**src/rtl/gain_div.sv**
```systemverilog
// Signed Q(p.f) divider: yk = ykgain / gain_set, restoring, one quotient bit per clock.
// Truncates toward zero, saturates to the Width-bit range, flags divide-by-zero.
module gain_div #(
    parameter int unsigned p     = 4,
    parameter int unsigned f     = 13,
    parameter int unsigned Width = 1 + p + f
) (
    input  logic             clk,
    input  logic             reset,
    input  logic             start,
    input  logic [Width-1:0] ykgain,
    input  logic [Width-1:0] gain_set,
    output logic [Width-1:0] yk,
    output logic             busy,
    output logic             done,
    output logic             sat,
    output logic             div_zero
);

    localparam int unsigned N  = Width + f;
    localparam int unsigned CW = $clog2(N);
    localparam int unsigned RW = Width - 1;

    localparam logic [CW-1:0]    LAST = CW'(N - 1);
    localparam logic [N-1:0]     QPOS = (N'(1) << (Width - 1)) - N'(1);
    localparam logic [N-1:0]     QNEG = N'(1) << (Width - 1);
    localparam logic [Width-1:0] YPOS = {1'b0, {(Width-1){1'b1}}};
    localparam logic [Width-1:0] YNEG = {1'b1, {(Width-1){1'b0}}};

    typedef enum logic [1:0] {
        IDLE,
        DIV,
        FIX
    } state_t;

    state_t          state;
    logic [N-1:0]    dvd;
    logic [Width-1:0] dsr;
    logic [RW-1:0]   rem;
    logic [N-1:0]    q;
    logic [CW-1:0]   cnt;
    logic            sign;
    logic            zflag;
    logic            azero;

    logic [Width-1:0] mag_a_c;
    logic [Width-1:0] mag_b_c;
    logic [Width-1:0] sh_c;
    logic [Width-1:0] diff_c;
    logic             nob_c;

    // Operand magnitudes; the most negative value maps to 2^(Width-1) unsigned.
    assign mag_a_c = ykgain[Width-1]   ? (-ykgain)   : ykgain;
    assign mag_b_c = gain_set[Width-1] ? (-gain_set) : gain_set;

    // Remainder stays below |gain_set| <= 2^(Width-1), so it fits Width-1 bits.
    assign sh_c   = {rem, dvd[N-1]};
    assign nob_c  = (sh_c >= dsr);
    assign diff_c = sh_c - dsr;

    always_ff @(posedge clk or posedge reset) begin
        if (reset) begin
            state    <= IDLE;
            yk       <= '0;
            busy     <= 1'b0;
            done     <= 1'b0;
            sat      <= 1'b0;
            div_zero <= 1'b0;
            dvd      <= '0;
            dsr      <= '0;
            rem      <= '0;
            q        <= '0;
            cnt      <= '0;
            sign     <= 1'b0;
            zflag    <= 1'b0;
            azero    <= 1'b0;
        end else begin
            done <= 1'b0;
            unique case (state)
                IDLE: begin
                    if (start) begin
                        sign  <= ykgain[Width-1] ^ gain_set[Width-1];
                        dvd   <= {mag_a_c, {f{1'b0}}};
                        dsr   <= mag_b_c;
                        zflag <= (gain_set == '0);
                        azero <= (ykgain == '0);
                        rem   <= '0;
                        q     <= '0;
                        cnt   <= '0;
                        busy  <= 1'b1;
                        state <= DIV;
                    end
                end
                DIV: begin
                    dvd <= dvd << 1;
                    rem <= RW'(nob_c ? diff_c : sh_c);
                    q   <= {q[N-2:0], nob_c};
                    cnt <= cnt + CW'(1);
                    if (cnt == LAST) begin
                        state <= FIX;
                    end
                end
                FIX: begin
                    // Sign application, saturation and divide-by-zero resolution.
                    if (zflag) begin
                        div_zero <= 1'b1;
                        sat      <= 1'b0;
                        yk       <= azero ? '0 : (sign ? YNEG : YPOS);
                    end else begin
                        div_zero <= 1'b0;
                        if (!sign) begin
                            if (q > QPOS) begin
                                yk  <= YPOS;
                                sat <= 1'b1;
                            end else begin
                                yk  <= q[Width-1:0];
                                sat <= 1'b0;
                            end
                        end else begin
                            if (q > QNEG) begin
                                yk  <= YNEG;
                                sat <= 1'b1;
                            end else begin
                                yk  <= -q[Width-1:0];
                                sat <= 1'b0;
                            end
                        end
                    end
                    busy  <= 1'b0;
                    done  <= 1'b1;
                    state <= IDLE;
                end
                default: state <= IDLE;
            endcase
        end
    end

endmodule

```
**config.mk**
```make
export PLATFORM = sky130hd
export DESIGN_NAME = gain_div
export DESIGN_NICKNAME = d
export VERILOG_FILES = /design/src/rtl/gain_div.sv
export SDC_FILE = /design/constraint.sdc
export NUM_CORES = 1
export LEC_CHECK = 0
export CORE_AREA = 2 2 199 123
export DETAILED_ROUTE_END_ITERATION = 12
export DIE_AREA = 0 0 201 125
export PLACE_DENSITY = 0.54
export REMOVE_ABC_BUFFERS = 1
export SYNTH_ARGS = -nofsm -noshare
export SYNTH_HDL_FRONTEND = slang
export SYNTH_SLANG_ARGS = --single-unit
```
**constraint.sdc**
```tcl
create_clock -name clk -period 5.12 [get_ports clk]
set_clock_uncertainty 0.05 [all_clocks]
set_input_delay 1.28 -clock clk [delete_from_list [all_inputs] [get_ports clk]]
set_output_delay 1.28 -clock clk [all_outputs]
set_load 0.05 [all_outputs]
```
== Word-level counts from Yosys, hierarchy flattened ==
Cells that the tools add are included.

* Register bits after elaboration: 129
* Latch bits: 0
* RAM bits: 0
* Memory bits (read-only): 0
* Input bits: 39
* Output and inout bits: 22
* Logic and storage cells: 65
* Memories kept: 0

* Add/sub/neg operators: 5
* Multiply operators: 0
* Divide/modulo/power cells: 0
* $lt $le $gt $ge: 3
* Equal/unequal tests: 5
* Shift operators: 0
* Multiplexer cells: 28
* Bitwise logic cells: 1
* Reduce and logical (&&, ||, !) cells: 9

{| class="wikitable"
|+ Operators by type and width
! cell !! count
|-
| 18-bit two-way mux || 8
|-
| 31-bit one-hot mux with 2 select lines || 2
|-
| 31-bit two-way mux || 2
|-
| 18-bit negator || 3
|-
| 18-bit logical NOT || 2
|-
| 17-bit two-way mux || 2
|-
| 17-bit one-hot mux with 2 select lines || 1
|-
| 31-bit by 17-bit > comparator with 1-bit output (second input constant) || 1
|-
| 31-bit by 18-bit > comparator with 1-bit output (second input constant) || 1
|-
| 18-bit >= comparator || 1
|-
| 17-bit subtractor || 1
|-
| 5-bit one-hot mux with 2 select lines || 1
|-
| 2-bit AND reduction || 4
|-
| 1-bit two-way mux || 7
|-
| 5-bit by 1-bit adder with 5-bit output (second input constant) || 1
|-
| 5-bit equality test (second input constant) || 1
|-
| 5-bit two-way mux || 1
|-
| 2-bit two-way mux || 2
|-
| 2-bit inequality test (second input constant) || 2
|-
| 2-bit one-hot mux with 2 select lines || 1
|-
| 2-bit nonzero test || 2
|-
| 2-bit by 1-bit equality test with 1-bit output (second input constant) || 1
|-
| 2-bit equality test (second input constant) || 1
|-
| 2-bit logical NOT || 1
|-
| 2 further kinds || 2
|}

== Logic depth before layout (Yosys ltp) ==
* Word-level depth: 4
* Gate-level depth with buffers: 11

== Worst setup path after synthesis ==
OpenSTA, ideal clock, no wires.

* Path kind: input port to flip-flop
* Start: in gain_set[0]
* End: reg dsr[16]
* Arrival time: 2.481 ns
* Required time: 4.937 ns
* Slack: 2.456 ns
* Cell stages on the path: 8
* Path through: inv_1 -> ha_1 -> nand3b_1 -> nand2b_1 -> nand2b_1 -> o41ai_1 -> xor2_1 -> o21ai_0

* Longest elaborated chain between the ends: 2

{| class="wikitable"
|+ Ends and longest elaborated chain
! what !! RTL line !! RTL
|-
| start, declared || 12 || <nowiki>input logic [Width-1:0] gain_set,</nowiki>
|-
| 18-bit negator || 54 || <nowiki>assign mag_b_c = gain_set[Width-1] ? (-gain_set) : gain_set;</nowiki>
|-
| 18-bit two-way mux || 54 ||
|-
| end signal, assigned || 84 || <nowiki>dsr <= mag_b_c;</nowiki>
|-
| end, declared || 38 || <nowiki>logic [Width-1:0] dsr;</nowiki>
|}

No other way between the ends.
A chain may end at the register's enable or synchronous reset.

== Worst setup path in the final report ==
* Start: reg dsr[0]
* End: reg rem[15]

* Longest elaborated chain between the ends: 3
* Elaborated cells between the ends (all ways): 4
* Those cells by class: 1 x add/sub; 1 x order compare; 2 x mux

{| class="wikitable"
|+ Ends and longest elaborated chain
! what !! RTL line !! RTL
|-
| 17-bit subtractor / 18-bit >= comparator (equally long branches) || 59, 58 ||
|-
| 17-bit two-way mux (*) || 96 || <nowiki>rem <= RW'(nob_c ? diff_c : sh_c);</nowiki>
|-
| 17-bit one-hot mux with 2 select lines (*) || 79 || <nowiki>unique case (state)</nowiki>
|-
| end signal, assigned || 96 ||
|-
| end, declared || 39 || <nowiki>logic [RW-1:0] rem;</nowiki>
|}

Mark *: on every way between the ends. The rest lies on a longest branch, timed or not.

==> metrics.cfg <==
[synthesis]
yosysMostFrequentCell = nand2_1
syn-mean-instance-area_um2 = 8.684
netlist_instances = 791
synth-main-ff-cell = dfrtp_1
yosysTopAreaCell = dfrtp_1
synth_cell_types = 64
syn-cell-area_um2 = 6869
ys_top_cells_by_count = nand2_1 (119), dfrtp_1 (116), o21ai_0 (80)
ys_seq_area_share_pct = 42.26
yosys-top-cells-area = dfrtp_1 (42%), nand2_1 (6.5%), o21ai_0 (5.8%)
ys_warn_count = 0
yosysTopAreaCellShare_pct = 42.26
synth_edf_count = 0
synth_seq_cells = 116
async_flop_share_pct = 100.0

[floorplanning]
ios = 61
die_y_um = 125
rows = 44
start_util_pct = 29.22
die_area_um2 = 25130
core_area_um2 = 23510
chipWidth_um = 201

[place]
dpl.hpwl_um = 12760
io_buffer_count = 60
dpl_cell_area_um2 = 7767
gp_congestion = 0.7971

[power]
fin_total_pwr_mw = 5.718
p_int_mw = 3.217
power.density_nw_per_um2 = 681.5
clkPwrFrac_pct = 22.0
p_comb_share_pct = 48.5
irDropWorstVdd_mv = 0.2472
p_sw_mw = 2.500
seqPwrFrac_pct = 29.5
leakage_nw = 3.683
swShare_pct = 43.73

[sta]
finalHoldViolations = 0
worst_pin_slew_ns = 0.9480
finalCriticalPeriod_ns = 3.081
finalSetupViolations = 0
drv_slew = 0
max_freq_mhz = 324.6
fin_setup_tns_ns = 0
rsz0062_at_grt = false
min_period_over_period_pct = 60.17
relSlewSlack_pct = 36.80

[route]
avgViaCountPerCell = 5.006
routedWlPerCell_um = 15.67
drc = 0
drt_iter0_drc = 394
num_vias = 5827
drt-total-wl_um = 18240
postRouteAntennaNets = 0
dr.pass1.iters = 4

[critical_path]
worstSetupStartpointType = flop
crit_fanout = 15
cp-end-kind = flop
required_ns = 5.41
r2r_cells = 10
worstSetupPathType = reg2reg
crit_arrival_ns = 3.37

[cells_and_area]
syn_to_final_growth_pct = 22.15
finalInstanceArea_um2 = 8391
antennaDiodeCount = 0
multi_input_area_um2 = 3628
layout.nets = 893
regArea_um2 = 2903
drive_gt1_share_pct = 6.770
fillerInstances = 2436

[grt]
grt_pass1_wl_um = 30330
grt_pass1_vias = 5452
grt_max_degree = 75
overflow = 0
antenna_found_initial = 0
track_usage_pct = 15.06

[clocking]
cts_hold_buf = 0
clk_latency_ns = 0.42
cts_root_buf = clkbuf_16
cts_resized = 0
cts_htree_levels = 4
cts_tree = built
cts-buffers-inserted = 17
clk_pin_slew_ns = 0.06
clockBufferDepth = 2
post-cts-setup-buffers = 0
cts_sinks = 116

[flow_run]
max_cap_violations = 0

[hold_path]
whs_path_depth = 2
hp-class = reg2reg

[status]
status = finished clean

final timing paths:
path | start | end | slack [ns]
setup / recovery | dsr[0] | rem[15] | 2.04
hold / removal | dsr[13] | dsr[13] | 0.43
hold reg to reg | dsr[13] | dsr[13] | 0.43
min in group asynchronous | reset | dvd[28] | 1.39
max in group asynchronous | reset | q[4] | 2.86
setup reg to reg | dsr[0] | rem[15] | 2.04
layer usage:
layer  vias up  global-route usage (%)  part of all wire [%]
li1       2898                       -                     -
met1      2776                   25.08                    57
met2       142                   18.69                    37
met3        11                   3.259                   5.5
met4         0                   3.878                  0.67
met5         -                       0                     0
power groups by stage:
stage / Sequential [mW] / Combinational (mW) / Clock, mW
detailed placement: 1.69 / 2.76 / 0
global placement: 1.69 / 2.73 / 0
finish: 1.69 / 2.77 / 1.26
floorplan: 1.68 / 1.99 / 0
global route: 1.74 / 3.15 / 1.33
CTS: 1.68 / 2.77 / 1.29
placed cells by master (no fill, tap or decap), types with 24 or more instances in the layout:
| cell type | instances |
|---|---|
| ha_1 | 24 |
| nand2_1 | 119 |
| xor2_1 | 34 |
| a21oi_1 | 29 |
| inv_1 | 33 |
| nor2_1 | 43 |
| clkdlybuf4s50_1 | 60 |
| o21ai_0 | 80 |
| dfrtp_1 | 116 |
| nand3_1 | 59 |
kinds of logic (layout without fill, tap and decap cells):
group,count (synthesis),after routing,synth area share (%)
AOI/OAI and AO/OA,193,193,17.80
xor gates and xnor gates,47,47,5.993
adders and majority gates,25,25,4.663
buffers and inverters,87,138,5.064
DFF,116,116,42.26
muxes,20,20,2.914
and+or+nand+nor,303,303,21.31
worst max-delay path: stages, from the launching register on:
cell and delay (ns):
dfrtp_1 0.41, ha_1 0.22, fa_1 0.41, nand2b_1 0.18
a211oi_1 0.47, o211ai_1 0.17, o211ai_1 0.17, a21oi_2 0.22
buf_4 0.27, a41o_1 0.25, o211ai_1 0.17
per-stage QoR:
stage	worst slack (ns)	utilization, %	std cells	hold WS [ns]
finish	2.039	35.69	1164	0.4279
global route	1.840	35.69	1164	0.4612
CTS	2.057	35.69	1164	0.4339
detailed placement	1.705	33.04	1132	0.4205
global placement	1.704	33.04	1132	0.4081
floorplan	0.7176	-	738	0.3932
registers in the layout (all words and copies together) (netlist names):
signal / flops
done: 1
busy: 1
div_zero: 1
azero: 1
q: 31
zflag: 1
dvd: 18
yk: 18
cnt: 5
sign: 1
state: 2
rem: 17
dsr: 18
sat: 1
layout make-up:
type / instances / area share (%)
timing repair buffer: 72 / 8.381
clock inverter: 15 / 2.356
tap: 322 / 4.802
clock buffer: 17 / 5.070
sequential: 116 / 34.60
multi-input combinational: 588 / 43.24
inverter: 34 / 1.551
Power figures use the tool's default switching activity.
